[config.mk]
export PLATFORM = sky130hd
export DESIGN_NAME = dm_sba_ctrl
export DESIGN_NICKNAME = d
export VERILOG_FILES = /design/src/rtl/dm_sba_pkg.sv /design/src/rtl/dm_sba_align.sv /design/src/rtl/dm_sba_ctrl.sv
export SDC_FILE = /design/constraint.sdc
export NUM_CORES = 1
export LEC_CHECK = 0
export BUFFER_PORTS_ARGS = -buffer_cell sky130_fd_sc_hd__buf_2
export CAP_MARGIN = 20
export CELL_PAD_IN_SITES_DETAIL_PLACEMENT = 0
export CELL_PAD_IN_SITES_GLOBAL_PLACEMENT = 1
export CORE_MARGIN = 2
export CORE_UTILIZATION = 25
export DETAILED_ROUTE_END_ITERATION = 10
export PLACE_DENSITY = 0.62
export SLEW_MARGIN = 20
export SYNTH_ARGS = -nofsm -noshare
export SYNTH_HDL_FRONTEND = slang
export SYNTH_SLANG_ARGS = --single-unit
[constraint.sdc]
create_clock -name clk_i -period 3.45 [get_ports clk_i]
set_input_delay 0.1725 -clock clk_i [delete_from_list [all_inputs] [get_ports clk_i]]
set_output_delay 0.1725 -clock clk_i [all_outputs]
set_load 0.03 [all_outputs]
[src/rtl/dm_sba_pkg.sv]
// Shared types and helpers for the debug-module system-bus access controller.
//   state_e  : access FSM states
//   sberr_t  : sbcs.sberror codes
//   be_mask  : byte-enable mask for a 2^size byte access at a given byte offset
package dm_sba_pkg;

  typedef enum logic [1:0] {
    Idle,
    Req,
    WaitResp
  } state_e;

  typedef logic [2:0] sberr_t;

  localparam sberr_t SbErrNone    = 3'd0;
  localparam sberr_t SbErrTimeout = 3'd1;
  localparam sberr_t SbErrBus     = 3'd2;
  localparam sberr_t SbErrAlign   = 3'd3;
  localparam sberr_t SbErrSize    = 3'd4;

  // Widest supported bus is 128 bits, i.e. 16 byte lanes.
  localparam int unsigned MaxBeBytes = 16;

  // 2^size ones, shifted to the byte offset of the access. Callers truncate
  // the result to their own lane count.
  function automatic logic [MaxBeBytes-1:0] be_mask(input logic [2:0] size,
                                                    input logic [3:0] offset);
    logic [31:0] ones;
    ones = (32'd1 << (32'd1 << size)) - 32'd1;
    return MaxBeBytes'(ones << offset);
  endfunction

endpackage

[src/rtl/dm_sba_align.sv]
// Byte-lane alignment for system-bus accesses (purely combinational).
//   size          : log2 of the access size in bytes
//   offset        : byte offset of the access within the bus word
//   wdata         : write data, LSB-aligned
//   rdata         : raw bus read data
//   be            : byte enables for the addressed lanes
//   wdata_rep     : low 2^size bytes of wdata replicated across every lane
//   rdata_aligned : rdata shifted down to bit 0, bytes above 2^size zeroed
module dm_sba_align
  import dm_sba_pkg::*;
#(
  parameter int unsigned BusWidth = 32
) (
  input  logic [2:0]                      size,
  input  logic [$clog2(BusWidth/8)-1:0]   offset,
  input  logic [BusWidth-1:0]             wdata,
  input  logic [BusWidth-1:0]             rdata,
  output logic [BusWidth/8-1:0]           be,
  output logic [BusWidth-1:0]             wdata_rep,
  output logic [BusWidth-1:0]             rdata_aligned
);

  localparam int unsigned NumBytes = BusWidth / 8;
  localparam int unsigned OffW     = $clog2(NumBytes);

  logic [OffW-1:0]      lane_mask;
  logic [NumBytes-1:0]  keep;
  logic [BusWidth-1:0]  rdata_shifted;

  assign be        = NumBytes'(be_mask(size, 4'(offset)));
  assign keep      = NumBytes'(be_mask(size, 4'd0));
  // Lane i of the bus carries byte (i mod 2^size) of the write data.
  assign lane_mask = OffW'((32'd1 << size) - 32'd1);

  assign rdata_shifted = rdata >> {offset, 3'b000};

  // NOTE: every output of a combinational block gets a default before any
  // conditional logic so no path leaves it unassigned and infers a latch.
  always_comb begin
    wdata_rep     = '0;
    rdata_aligned = '0;
    for (int i = 0; i < NumBytes; i++) begin
      wdata_rep[8*i +: 8]     = wdata[8*(i & int'(lane_mask)) +: 8];
      rdata_aligned[8*i +: 8] = keep[i] ? rdata_shifted[8*i +: 8] : 8'h00;
    end
  end

endmodule

[src/rtl/dm_sba_ctrl.sv]
// System-bus access controller for the debug module.
// Turns sbcs/sbaddress/sbdata accesses from the DMI register file into single
// transfers on an OBI-style master port, with byte-lane alignment, error
// reporting (timeout, bus, alignment, size), sticky busy-violation flag and
// address autoincrement.
//   clk_i / rst_ni          : clock, asynchronous active-low reset
//   dmactive_i              : synchronous active-low clear of the engine
//   master_*                : bus master port (req/gnt, r_valid/r_err/r_rdata)
//   sbaddress_*, sbdata_*   : DMI register-file strobes and data
//   sbreadonaddr_i, sbreadondata_i, sbautoincrement_i, sbaccess_i : sbcs controls
//   sbbusy_o, sbbusyerror_o, sberror_valid_o/sberror_o : sbcs status
module dm_sba_ctrl
  import dm_sba_pkg::*;
#(
  parameter int unsigned BusWidth      = 32,
  parameter int unsigned TimeoutCycles = 1024
) (
  input  logic                  clk_i,
  input  logic                  rst_ni,
  input  logic                  dmactive_i,

  output logic                  master_req_o,
  output logic [BusWidth-1:0]   master_add_o,
  output logic                  master_we_o,
  output logic [BusWidth-1:0]   master_wdata_o,
  output logic [BusWidth/8-1:0] master_be_o,
  input  logic                  master_gnt_i,
  input  logic                  master_r_valid_i,
  input  logic                  master_r_err_i,
  input  logic [BusWidth-1:0]   master_r_rdata_i,

  input  logic [BusWidth-1:0]   sbaddress_i,
  input  logic                  sbaddress_write_valid_i,
  input  logic                  sbreadonaddr_i,
  output logic [BusWidth-1:0]   sbaddress_o,
  output logic                  sbaddress_update_o,
  input  logic                  sbautoincrement_i,
  input  logic [2:0]            sbaccess_i,
  input  logic                  sbreadondata_i,
  input  logic [BusWidth-1:0]   sbdata_i,
  input  logic                  sbdata_read_valid_i,
  input  logic                  sbdata_write_valid_i,
  output logic [BusWidth-1:0]   sbdata_o,
  output logic                  sbdata_valid_o,
  output logic                  sbbusy_o,
  output logic                  sbbusyerror_o,
  input  logic                  sbbusyerror_clr_i,
  output logic                  sberror_valid_o,
  output logic [2:0]            sberror_o
);

  localparam int unsigned NumBytes  = BusWidth / 8;
  localparam int unsigned OffW      = $clog2(NumBytes);
  localparam logic [2:0]  MaxSize   = 3'(OffW);
  localparam bit          TimeoutEn = (TimeoutCycles != 0);
  localparam int unsigned CntW      = (TimeoutCycles > 1) ? $clog2(TimeoutCycles) : 1;
  localparam logic [CntW-1:0] CntLast =
      (TimeoutCycles > 0) ? CntW'(TimeoutCycles - 1) : '0;

  state_e state_q, state_d;

  // Captured access, held stable for the whole bus transfer.
  logic [BusWidth-1:0] addr_q;
  logic [BusWidth-1:0] wdata_q;
  logic [2:0]          size_q;
  logic                we_q;

  logic [CntW-1:0]     cnt_q;

  logic                write_trig, read_trig, trig, accept;
  logic                size_err, align_err, timeout;
  logic [BusWidth-1:0] align_mask;
  logic                start_req, chk_fail, resp_ok, resp_err, tmo;
  sberr_t              chk_code;

  logic [NumBytes-1:0] be;
  logic [BusWidth-1:0] wdata_rep;
  logic [BusWidth-1:0] rdata_aligned;

  // Triggers and the checks applied when one is accepted.
  assign write_trig = sbdata_write_valid_i;
  assign read_trig  = (sbaddress_write_valid_i & sbreadonaddr_i) |
                      (sbdata_read_valid_i & sbreadondata_i);
  assign trig       = write_trig | read_trig;
  assign accept     = trig & (state_q == Idle) & ~sbbusyerror_o;

  assign size_err   = sbaccess_i > MaxSize;
  assign align_mask = (BusWidth'(1) << sbaccess_i) - BusWidth'(1);
  assign align_err  = |(sbaddress_i & align_mask);
  assign chk_code   = size_err ? SbErrSize : SbErrAlign;

  assign timeout    = TimeoutEn && (cnt_q == CntLast);

  // Next-state logic. A timeout beats a same-cycle grant (the request is
  // abandoned), while a response beats a same-cycle timeout.
  always_comb begin
    state_d   = state_q;
    start_req = 1'b0;
    chk_fail  = 1'b0;
    resp_ok   = 1'b0;
    resp_err  = 1'b0;
    tmo       = 1'b0;
    unique case (state_q)
      Idle: begin
        if (accept) begin
          if (size_err || align_err) begin
            chk_fail = 1'b1;
          end else begin
            start_req = 1'b1;
            state_d   = Req;
          end
        end
      end
      Req: begin
        if (timeout) begin
          tmo     = 1'b1;
          state_d = Idle;
        end else if (master_gnt_i) begin
          state_d = WaitResp;
        end
      end
      WaitResp: begin
        if (master_r_valid_i) begin
          state_d  = Idle;
          resp_err = master_r_err_i;
          resp_ok  = ~master_r_err_i;
        end else if (timeout) begin
          tmo     = 1'b1;
          state_d = Idle;
        end
      end
      default: state_d = Idle;
    endcase
    if (!dmactive_i) begin
      state_d = Idle;
    end
  end

  // NOTE: sequential state uses non-blocking assignments so every register
  // samples the pre-edge values regardless of statement order.
  always_ff @(posedge clk_i or negedge rst_ni) begin
    if (!rst_ni) begin
      state_q <= Idle;
    end else begin
      state_q <= state_d;
    end
  end

  always_ff @(posedge clk_i or negedge rst_ni) begin
    if (!rst_ni) begin
      addr_q  <= '0;
      wdata_q <= '0;
      size_q  <= '0;
      we_q    <= 1'b0;
    end else if (accept) begin
      addr_q  <= sbaddress_i;
      wdata_q <= sbdata_i;
      size_q  <= sbaccess_i;
      we_q    <= write_trig;
    end
  end

  // Timeout counter: zero on entry to Req, counts every busy cycle.
  always_ff @(posedge clk_i or negedge rst_ni) begin
    if (!rst_ni) begin
      cnt_q <= '0;
    end else if (!dmactive_i || start_req) begin
      cnt_q <= '0;
    end else if (TimeoutEn && (state_q != Idle)) begin
      cnt_q <= cnt_q + CntW'(1);
    end
  end

  // Sticky busy-violation flag; a clear wins over a same-cycle set.
  always_ff @(posedge clk_i or negedge rst_ni) begin
    if (!rst_ni) begin
      sbbusyerror_o <= 1'b0;
    end else if (!dmactive_i || sbbusyerror_clr_i) begin
      sbbusyerror_o <= 1'b0;
    end else if (trig && ((state_q != Idle) || sbbusyerror_o)) begin
      sbbusyerror_o <= 1'b1;
    end
  end

  // Completion outputs, registered one cycle after the deciding event.
  always_ff @(posedge clk_i or negedge rst_ni) begin
    if (!rst_ni) begin
      sbdata_o           <= '0;
      sbdata_valid_o     <= 1'b0;
      sbaddress_o        <= '0;
      sbaddress_update_o <= 1'b0;
      sberror_valid_o    <= 1'b0;
      sberror_o          <= SbErrNone;
    end else begin
      sbdata_valid_o     <= 1'b0;
      sbaddress_update_o <= 1'b0;
      sberror_valid_o    <= 1'b0;
      if (dmactive_i) begin
        if (chk_fail) begin
          sberror_valid_o <= 1'b1;
          sberror_o       <= chk_code;
        end
        if (tmo) begin
          sberror_valid_o <= 1'b1;
          sberror_o       <= SbErrTimeout;
        end
        if (resp_err) begin
          sberror_valid_o <= 1'b1;
          sberror_o       <= SbErrBus;
        end
        if (resp_ok && !we_q) begin
          sbdata_o       <= rdata_aligned;
          sbdata_valid_o <= 1'b1;
        end
        if (resp_ok && sbautoincrement_i) begin
          sbaddress_o        <= addr_q + (BusWidth'(1) << size_q);
          sbaddress_update_o <= 1'b1;
        end
      end
    end
  end

  dm_sba_align #(
    .BusWidth (BusWidth)
  ) u_align (
    .size          (size_q),
    .offset        (addr_q[OffW-1:0]),
    .wdata         (wdata_q),
    .rdata         (master_r_rdata_i),
    .be            (be),
    .wdata_rep     (wdata_rep),
    .rdata_aligned (rdata_aligned)
  );

  // Bus port is decoded from state and capture registers; quiet outside Req.
  assign sbbusy_o       = (state_q != Idle);
  assign master_req_o   = (state_q == Req);
  assign master_we_o    = master_req_o & we_q;
  assign master_add_o   = master_req_o ? addr_q    : '0;
  assign master_wdata_o = master_req_o ? wdata_rep : '0;
  assign master_be_o    = master_req_o ? be        : '0;

endmodule

==> flow_metrics.tcl, run 1 <==
set metrics [dict create \
    skew_ns 0.0123 \
    synth_top_family_by_area "simple AND/OR/NAND/NOR gates" \
    switching_power_uw 1400 \
    syn-mean-instance-area_um2 10.2 \
    yosysUniqueCellTypes 64 \
    first_pass_iters 4 \
    first_global_vias 7125 \
    layout.cells.most_common_list "252 x sky130_fd_sc_hd__buf_2, 151 x sky130_fd_sc_hd__dfrtp_1, 103 x sky130_fd_sc_hd__nand2_1, 72 x sky130_fd_sc_hd__dlygate4sd3_1, 63 x sky130_fd_sc_hd__mux2_2" \
    vias_post_dr 7143 \
    yosys-mux-area-fraction 0.132 \
    finalNetCount 1241 \
    pwr-share-clk 0.395 \
    slowest_stage "sky130_fd_sc_hd__or4_1" \
    crit_buf_inv 2 \
    die_span_y_um 184 \
    synthesis.yosys.warnings 0 \
    pre_cts_ws_ns 0.403 \
    grt_pass1_wl_mm 41.0 \
    num_rows 65 \
    htree_levels 4 \
    syn_nets 923 \
    slew_violations 0 \
    synthArstFlopShare 1.00 \
    max_cap_viol_count 0 \
    grt_antenna_before_repair 0 \
    core_region_um2 31700 \
    cts-buffers-inserted 17 \
    hpwl_mm 19.4 \
    switching_share 0.295 \
    timing.final.hold_violations 0 \
    critical_path_required_ns 3.81 \
    combPwrFrac 0.182 \
    postSynthRegisterBits 151 \
    postSynthCellCount 795 \
    initial_core_util 0.255 \
    port-buffer-count 253 \
    irDropWorstVdd_v 0.000349 \
    drt-vias-per-instance 4.67 \
    synthFlopType "sky130_fd_sc_hd__dfrtp_1" \
    synth_enable_flop_cells 0 \
    finalWirelength_mm 26.4 \
    cp_max_fo 13 \
    rsz0062_at_grt "no" \
    setup-tns-final_ns 0 \
    area_delta_synth_final_pct 37.7 \
    p_seq_frac 0.423 \
    critical_path_launch_point_type "flip-flop" \
    worstSkewPairLatency_ns 0.44 \
    worst_setup_path_end_kind "flip-flop" \
    final.period_utilization 0.892 \
    worstSetupPathType "reg2reg" \
    post-route-worst-setup-slack_ns 0.371 \
    total_leakage_power_uw 0.00553 \
    fp.dieW_um 184 \
    post_route_cells_drive_above_1_share 0.334 \
    dieArea_um2 33800 \
    powerDensity_nw_per_um2 427 \
    gr-total-overflow 0 \
    synth_xor_xnor_area_share 0.0271 \
    post_synth_fa_ha_maj_area_fraction 0.0257 \
    clockBufferDepth 2 \
    synth_compound_area_frac 0.145 \
    fmaxAchievable_ghz 0.325 \
    grt_max_degree 76 \
    critPathMaxStageDelay_ns 0.51 \
    synthesis.area_um2 8090 \
    run_status "completed" \
    path_clk_slew_ns 0.07 \
    synth-seq-area-share 0.467 \
    post_synth_and_or_nand_nor_area_fraction 0.172 \
    power.internal_uw 3350 \
    initial_drc_count 276 \
    period_needed_ns 3.08 \
    wire_per_inst_um 17.3 \
    worstMarginPinSlew_ns 0.750 \
    drt_drc_violations_left 0 \
    top_level_ports 254 \
    relSlewSlack 0.500 \
    clock_tree.root_cell "sky130_fd_sc_hd__clkbuf_16" \
    place_congestion 0.787 \
    gr-usage-all-layers 0.159 \
    min_path_type "in2reg" \
    report.final.setup_viol 0 \
    finalCoreUtilization 0.351 \
    critical-path-top-delay-family "simple AND/OR/NAND/NOR gates" \
    postRouteAntennaNets 0 \
    timing.critical_path.arrival_ns 3.44 \
    cts_tree "yes" \
    layout_commonest_cell "sky130_fd_sc_hd__buf_2" \
    crit_path_cell_trace "or3_1, clkinv_1, ha_1, inv_1, fa_1, nor2b_1, o211ai_1, a21o_1, or4_1, a31oi_1" \
    clock_sinks 151 \
]
## worst register-to-register path, stage by stage (launching register included)
cell and delay, ns:
sky130_fd_sc_hd__dfrtp_1 0.48, sky130_fd_sc_hd__or3_1 0.42, sky130_fd_sc_hd__clkinv_1 0.07, sky130_fd_sc_hd__ha_1 0.18
sky130_fd_sc_hd__inv_1 0.06, sky130_fd_sc_hd__fa_1 0.40, sky130_fd_sc_hd__nor2b_1 0.16, sky130_fd_sc_hd__o211ai_1 0.18
sky130_fd_sc_hd__a21o_1 0.36, sky130_fd_sc_hd__or4_1 0.51, sky130_fd_sc_hd__a31oi_1 0.17
## synth_stat cells (3+ instances only)
cell / count / area share
sky130_fd_sc_hd__dfrtp_1: 151 / 0.47
sky130_fd_sc_hd__nand2_1: 103 / 0.048
sky130_fd_sc_hd__mux2_2: 63 / 0.088
sky130_fd_sc_hd__and2_1: 44 / 0.034
sky130_fd_sc_hd__o21ai_0: 42 / 0.026
sky130_fd_sc_hd__clkbuf_1: 31 / 0.014
sky130_fd_sc_hd__nor2_1: 31 / 0.014
sky130_fd_sc_hd__mux2i_1: 25 / 0.031
sky130_fd_sc_hd__a21oi_1: 21 / 0.013
sky130_fd_sc_hd__a21boi_0: 19 / 0.018
sky130_fd_sc_hd__nand3_1: 18 / 0.011
sky130_fd_sc_hd__a22o_1: 16 / 0.017
sky130_fd_sc_hd__ha_1: 15 / 0.023
sky130_fd_sc_hd__inv_1: 13 / 0.0060
sky130_fd_sc_hd__xor2_1: 13 / 0.014
sky130_fd_sc_hd__a211oi_1: 12 / 0.011
sky130_fd_sc_hd__xnor2_1: 12 / 0.013
sky130_fd_sc_hd__nand4_1: 11 / 0.0085
sky130_fd_sc_hd__o211a_1: 11 / 0.014
sky130_fd_sc_hd__and3_1: 10 / 0.0077
sky130_fd_sc_hd__mux2_1: 10 / 0.014
sky130_fd_sc_hd__nor2b_1: 10 / 0.0077
sky130_fd_sc_hd__or3_1: 10 / 0.0077
sky130_fd_sc_hd__a31oi_1: 9 / 0.0070
sky130_fd_sc_hd__nand2b_1: 8 / 0.0062
sky130_fd_sc_hd__o21ai_1: 8 / 0.0049
sky130_fd_sc_hd__buf_2: 7 / 0.0043
sky130_fd_sc_hd__a21o_1: 6 / 0.0056
sky130_fd_sc_hd__o211ai_1: 6 / 0.0056
sky130_fd_sc_hd__or4_1: 6 / 0.0056
sky130_fd_sc_hd__buf_1: 5 / 0.0023
sky130_fd_sc_hd__o31a_1: 4 / 0.0043
sky130_fd_sc_hd__o31ai_1: 4 / 0.0037
sky130_fd_sc_hd__nor3b_1: 3 / 0.0028
## logic make-up after synthesis
group / Yosys count
simple gates: 272
compound gates: 171
flops: 151
mux: 98
buf+inv: 61
xor+xnor: 25
fa+ha+maj: 16
other cells: 1
## flip-flops by register name, indices dropped and copies added (netlist names), 2 cells and up
| signal | count |
|---|---|
| addr_q | 32 |
| sbaddress_o | 32 |
| sbdata_o | 32 |
| wdata_q | 32 |
| cnt_q | 10 |
| sberror_o | 3 |
| size_q | 3 |
| state_q | 2 |
## repair_timing
| action | in CTS | in global routing |
|---|---|---|
| resized for setup | 0 | 0 |
| hold buffers | 72 | 0 |
| hold endpoints to repair | 143 | 0 |
| buffers inserted | 0 | 0 |
## metrics by stage
step / std cells / cell area [um^2] / hold WS [ns] / total power, uW
2_1_floorplan: 795 / 8090 / -0.123 / 2530
3_3_place_gp: 1424 / 9840 / 0.273 / 2860
3_5_place_dp: 1424 / 9840 / 0.273 / 2860
4_1_cts: 1528 / 11100 / 0.00708 / 4840
5_1_grt: 1528 / 11100 / 0.0404 / 5020
6_report: 1529 / 11100 / 0.0311 / 4760
## power by group through the flow
stage / clock network [uW] / logic, uW / registers [uW]
after floorplan: 0 / 501 / 2030
after global placement: 0 / 809 / 2050
after detailed placement: 0 / 812 / 2050
after CTS: 1940 / 880 / 2020
after global routing: 2020 / 965 / 2040
final: 1880 / 866 / 2010
## worst paths after layout
| path | start | to | slack [ns] | depth (start not counted) |
|---|---|---|---|---|
| max | size_q[1] | sbaddress_o[22] | 0.37 | 10 |
| min | sbaddress_i[0] | addr_q[0] | 0.03 | 3 |
| max reg2reg | size_q[1] | sbaddress_o[22] | 0.37 | 10 |
| min reg2reg | sbaddress_o[0] | sbaddress_o[0] | 0.47 | 2 |
| max in group asynchronous | rst_ni | state_q[1] | 2.17 | 3 |
| min in group asynchronous | rst_ni | sbdata_o[24] | 0.34 | 2 |
## cell type report
class	instances	area, um^2
well taps	402	503
clock buffers	20	447
fillers	3284	20600
diodes	1	2.50
flip-flops and latches	151	3780
inverters	16	60.1
multi-input cells	583	4070
clock inverters	12	129
repair buffers	344	2150
## metal layers
layer,share of wire,global-route usage
met5,0,0
met4,0.022,0.0595
met1,0.45,0.205
met2,0.47,0.254
met3,0.055,0.0436
Power figures use the tool's default switching activity.
==> inputs of run 2 (changes only) <==
Settings changed: CELL_PAD_IN_SITES_DETAIL_PLACEMENT 0 to not set, CELL_PAD_IN_SITES_GLOBAL_PLACEMENT 1 to not set, PLACE_DENSITY 0.62 to 0.51.
==> run 2 against run 1 <==
First-iteration DRC count up 1.4%. Largest power group unchanged. Clock-buffer cell count down 3. Routed wire length down 0.84%. Critical path type unchanged.
==> flow_metrics.tcl, run 2 (synthesis gave the netlist of run 1 again) <==
set metrics [dict create \
    run_status "completed" \
    cp_max_fo 13 \
    relSlewSlack 0.476 \
    cts_post_setup_buffers_inserted 0 \
    worst_setup_path_end_kind "flip-flop" \
    critPathLaunch "size_q[1]" \
    crit_buf_inv 2 \
    grt_max_degree 68 \
    grt_pass1_wl_mm 40.8 \
    area_delta_synth_final_pct 37.6 \
    cts_tree "yes" \
    worst-path-stages 10 \
    drt_drc_violations_left 0 \
    period_needed_ns 3.04 \
    dieArea_um2 33800 \
    worstSetupPathType "reg2reg" \
    grt_antenna_before_repair 0 \
    worst_r2r_startpoint "size_q[1]" \
    drt-vias-per-instance 4.69 \
    worst-r2r-setup-slack_ns 0.41 \
    layout.cells.most_common_list "252 x sky130_fd_sc_hd__buf_2, 151 x sky130_fd_sc_hd__dfrtp_1, 103 x sky130_fd_sc_hd__nand2_1, 69 x sky130_fd_sc_hd__dlygate4sd3_1, 63 x sky130_fd_sc_hd__mux2_2" \
    slowest_stage "sky130_fd_sc_hd__or4_1" \
    first_global_vias 7144 \
    critical_path.reg2reg.endpoint "sbaddress_o[22]" \
    setup-tns-final_ns 0 \
    gr-usage-all-layers 0.157 \
    switching_power_uw 1490 \
    num_rows 65 \
    post_route_cells_drive_above_1_share 0.335 \
    min_to "we_q" \
    p_seq_frac 0.414 \
    skew_ns 0.0150 \
    switching_share 0.306 \
    clock_tree.root_cell "sky130_fd_sc_hd__clkbuf_16" \
    hpwl_mm 19.2 \
    die_span_y_um 184 \
    clockBufferDepth 2 \
    fp.dieW_um 184 \
    core_region_um2 31700 \
    combPwrFrac 0.178 \
    diodes 0 \
    final.period_utilization 0.881 \
    power.internal_uw 3370 \
    worst_r2r_path_depth 10 \
    timing.final.hold_violations 0 \
    worst_hold_path_cell_count 2 \
    crit_path_cell_trace "or3_1, clkinv_1, ha_1, inv_1, fa_1, nor2b_1, o211ai_1, a21o_1, or4_1, a31oi_1" \
    irDropWorstVdd_v 0.000354 \
    postRouteAntennaNets 0 \
    critical_path_launch_point_type "flip-flop" \
    htree_levels 4 \
    vias_post_dr 7145 \
    total_leakage_power_uw 0.00553 \
    detailed_place.area_um2 9840 \
    path_clk_slew_ns 0.07 \
    max_cap_viol_count 0 \
    worstMarginPinSlew_ns 0.786 \
    gr-total-overflow 0 \
    port-buffer-count 253 \
    cts_resized 0 \
    critical_path_required_ns 3.80 \
    timing.hold.worst.start "sbdata_write_valid_i" \
    powerDensity_nw_per_um2 436 \
    place_congestion 0.823 \
    report.final.setup_viol 0 \
    finalWirelength_mm 26.2 \
    wire_per_inst_um 17.2 \
    first_pass_iters 4 \
    clock_sinks 151 \
    top_level_ports 254 \
    critical-path-top-delay-family "simple AND/OR/NAND/NOR gates" \
    finalInstanceArea_um2 11100 \
    initial_core_util 0.255 \
    timing.critical_path.arrival_ns 3.39 \
    slew_violations 0 \
    pwr-share-clk 0.408 \
    finalNetCount 1236 \
    fmaxAchievable_ghz 0.329 \
    worstSkewPairLatency_ns 0.43 \
    cts-buffers-inserted 17 \
    rsz0062_at_grt "no" \
    layout_commonest_cell "sky130_fd_sc_hd__buf_2" \
    initial_drc_count 280 \
    critPathMaxStageDelay_ns 0.52 \
    min_path_type "in2reg" \
]
## run 2: power groups by stage
| stage | clock network (uW) | registers, uW | logic (uW) |
|---|---|---|---|
| 2_1_floorplan | 0 | 2030 | 501 |
| 3_3_place_gp | 0 | 2050 | 808 |
| 3_5_place_dp | 0 | 2050 | 812 |
| 4_1_cts | 2040 | 2010 | 877 |
| 5_1_grt | 2120 | 2030 | 955 |
| 6_report | 1980 | 2010 | 863 |
## run 2: worst register-to-register path, cell delays in order, from the launching register on
cell	delay (ns)
sky130_fd_sc_hd__dfrtp_1	0.47
sky130_fd_sc_hd__or3_1	0.43
sky130_fd_sc_hd__clkinv_1	0.08
sky130_fd_sc_hd__ha_1	0.18
sky130_fd_sc_hd__inv_1	0.06
sky130_fd_sc_hd__fa_1	0.39
sky130_fd_sc_hd__nor2b_1	0.15
sky130_fd_sc_hd__o211ai_1	0.17
sky130_fd_sc_hd__a21o_1	0.35
sky130_fd_sc_hd__or4_1	0.52
sky130_fd_sc_hd__a31oi_1	0.17
## run 2: stage by stage
step / utilization / std cells / hold slack (ns) / worst slack [ns] / power, uW
global route: 0.351 / 1523 / 0.00365 / 0.170 / 5110
floorplan: - / 795 / -0.123 / 0.311 / 2530
CTS: 0.351 / 1522 / 0.000584 / 0.393 / 4930
global placement: 0.310 / 1422 / 0.142 / 0.468 / 2850
detailed placement: 0.310 / 1422 / 0.136 / 0.409 / 2860
finish: 0.351 / 1523 / 0.0275 / 0.410 / 4860
## run 2: worst max-delay path by stage
| stage | slack [ns] | end |
|---|---|---|
| after CTS | 0.39 | sbaddress_o[22] |
| after detailed placement | 0.41 | sbaddress_o[22] |
| final | 0.41 | sbaddress_o[22] |
| after global placement | 0.47 | sbaddress_o[22] |
| after global routing | 0.17 | sbaddress_o[30] |
| after floorplan | 0.31 | sbaddress_o[30] |
## run 2: layer usage
layer	wire, um	part of all wire	vias to the layer above	global-route usage
met1	11900	0.45	3474	0.201
met3	1200	0.046	28	0.0396
met5	0	0	-	0
met2	12600	0.48	180	0.259
li1	-	-	3463	-
met4	473	0.018	0	0.0464
## run 2: timing repair
action,CTS,global route
hold endpoints to repair,111,1
setup endpoints to repair,0,0
hold buffers,68,1
## run 2: area by class of cell
cell class / instances / area (um^2)
Clock inverter: 15 / 181
Fill cell: 3299 / 20600
Sequential cell: 151 / 3780
Tap cell: 402 / 503
Inverter: 16 / 60.1
Clock buffer: 17 / 425
Multi-Input combinational cell: 583 / 4070
Timing Repair Buffer: 339 / 2120
==> inputs of run 3 (changes only) <==
Settings changed: CELL_PAD_IN_SITES_DETAIL_PLACEMENT set to 1, CELL_PAD_IN_SITES_GLOBAL_PLACEMENT set to 1, PLACE_DENSITY 0.51 to 0.62.
==> run 3 against run 2 <==
Clock skew decreased by 0.0020 ns. Critical path depth stayed put. Flip-flop and latch count unchanged. Hold slack improved by 0.015 ns. Sequential power is essentially flat. Critical path type unchanged. Register-to-register slack got worse by 0.08 ns. Highest routed layer unchanged.
==> flow_metrics.tcl, run 3 (synthesis gave the netlist of run 1 again) <==
set metrics [dict create \
    run_status "completed" \
    worstSetupPathType "reg2reg" \
    cp_max_fo 13 \
    fp.dieW_um 184 \
    worst_r2r_startpoint "size_q[1]" \
    combPwrFrac 0.181 \
    initial_drc_count 255 \
    post_route_cells_drive_above_1_share 0.332 \
    setup-tns-final_ns 0 \
    report.final.setup_viol 0 \
    timing.final.hold_violations 0 \
    fmaxAchievable_ghz 0.321 \
    period_needed_ns 3.12 \
    critical_path_launch_point_type "flip-flop" \
    grt_pass1_wl_mm 42.9 \
    num_rows 65 \
    dieArea_um2 33800 \
    grt_antenna_before_repair 1 \
    critPathMaxStageDelay_ns 0.52 \
    worst_setup_path_end_kind "flip-flop" \
    first_pass_iters 4 \
    clock_tree.root_cell "sky130_fd_sc_hd__clkbuf_16" \
    crit_path_cell_trace "or3_1, clkinv_1, ha_1, inv_1, fa_1, nor2b_1, o211ai_1, a21o_1, or4_1, a31oi_1" \
    slew_violations 0 \
    gr-usage-all-layers 0.166 \
    rsz0062_at_grt "no" \
    critical-path-top-delay-family "simple AND/OR/NAND/NOR gates" \
    skew_ns 0.0131 \
    drt-vias-per-instance 4.72 \
    path_clk_slew_ns 0.07 \
    pwr_total_uw 4860 \
    port-buffer-count 253 \
    min_path_type "in2reg" \
    power.internal_uw 3460 \
    worstSkewPairLatency_ns 0.44 \
    finalWirelength_mm 27.7 \
    wire_per_inst_um 18.2 \
    crit_buf_inv 2 \
    postRouteAntennaNets 0 \
    timing.hold.worst.start "sbdata_write_valid_i" \
    hpwl_mm 20.2 \
    timing.critical_path.arrival_ns 3.47 \
    layout_commonest_cell "sky130_fd_sc_hd__buf_2" \
    top_level_ports 254 \
    worstMarginPinSlew_ns 0.748 \
    irDropWorstVdd_v 0.000358 \
    powerDensity_nw_per_um2 435 \
    core_region_um2 31700 \
    die_span_y_um 184 \
    clock_sinks 151 \
    grt_max_degree 76 \
    switching_power_uw 1400 \
    p_seq_frac 0.415 \
    cts_tree "yes" \
    final.period_utilization 0.903 \
    vias_post_dr 7209 \
    place_congestion 0.787 \
    initial_core_util 0.255 \
    drt_drc_violations_left 0 \
    relSlewSlack 0.498 \
    slowest_stage "sky130_fd_sc_hd__or4_1" \
    critical_path_required_ns 3.80 \
    max_cap_viol_count 0 \
    area_delta_synth_final_pct 38.0 \
    pwr-share-clk 0.405 \
    cts-buffers-inserted 17 \
    layout.cells.most_common_list "252 x sky130_fd_sc_hd__buf_2, 151 x sky130_fd_sc_hd__dfrtp_1, 103 x sky130_fd_sc_hd__nand2_1, 73 x sky130_fd_sc_hd__dlygate4sd3_1, 63 x sky130_fd_sc_hd__mux2_2" \
    fillers 3662 \
    switching_share 0.287 \
    htree_levels 4 \
    total_leakage_power_uw 0.00555 \
    critPathLaunch "size_q[1]" \
    finalNetCount 1242 \
    clockBufferDepth 2 \
    gr-total-overflow 0 \
    first_global_vias 7420 \
]
-- run 3: cell types whose count changed in the layout (fill, tap and decap cells not counted), moves of 3 or more --
| cell | change |
|---|---|
| sky130_fd_sc_hd__buf_4 | +3 |
| sky130_fd_sc_hd__clkbuf_8 | +3 |
| sky130_fd_sc_hd__clkinv_2 | +3 |
| sky130_fd_sc_hd__dlygate4sd3_1 | +4 |
| sky130_fd_sc_hd__inv_6 | -4 |
| sky130_fd_sc_hd__inv_8 | -4 |
-- run 3: path summary, 6_finish.rpt --
kind                                    to  slack [ns]  cells past startpoint
min in group asynchronous     sbdata_o[24]        0.34                      2
max in group asynchronous         cnt_q[7]        2.17                      3
max                        sbaddress_o[22]        0.33                     10
max reg2reg                sbaddress_o[22]        0.33                     10
min reg2reg                   sbdata_o[23]        0.48                      2
min                                   we_q        0.04                      2
-- run 3: per-stage QoR --
stage                     cells  worst slack [ns]  utilization  area [um^2]  hold slack [ns]
after floorplan             795             0.311            -         8090           -0.123
after global routing       1528            0.0914        0.352        11200           0.0463
after CTS                  1527             0.344        0.352        11200           0.0177
final                      1528             0.333        0.352        11200           0.0424
after global placement     1424             0.460        0.310         9840            0.273
after detailed placement   1424             0.370        0.310         9840            0.280
-- run 3: final cells by class --
type | instances | area, um^2 | share of cell area
tap | 402 | 503 | 0.0450
timing repair buffer | 345 | 2160 | 0.193
sequential | 151 | 3780 | 0.338
clock inverter | 8 | 121 | 0.0109
antenna | 1 | 2.50 | 0.000224
inverter | 16 | 60.1 | 0.00538
clock buffer | 22 | 474 | 0.0424
multi-input combinational | 583 | 4070 | 0.365
-- run 3: timing repair --
item                      in CTS  in global routing
hold buffers                  73                  0
hold endpoints to repair     144                  0
setup buffers                  0                  0
resized for setup              0                  0
-- run 3: power groups by stage --
stage | clock, uW | sequential [uW] | combinational [uW]
after floorplan | 0 | 2030 | 501
after global placement | 0 | 2050 | 809
after detailed placement | 0 | 2050 | 821
after CTS | 2040 | 2020 | 890
after global routing | 2110 | 2040 | 975
final | 1970 | 2020 | 877
-- run 3: per-layer routing --
metal / wire length, um / track usage / part of all wire / vias to the layer above
li1: - / - / - / 3472
met1: 12200 / 0.208 / 0.44 / 3556
met2: 13500 / 0.274 / 0.49 / 156
met3: 1530 / 0.0487 / 0.055 / 25
met4: 486 / 0.0525 / 0.018 / 0
met5: 0 / 0 / 0 / -
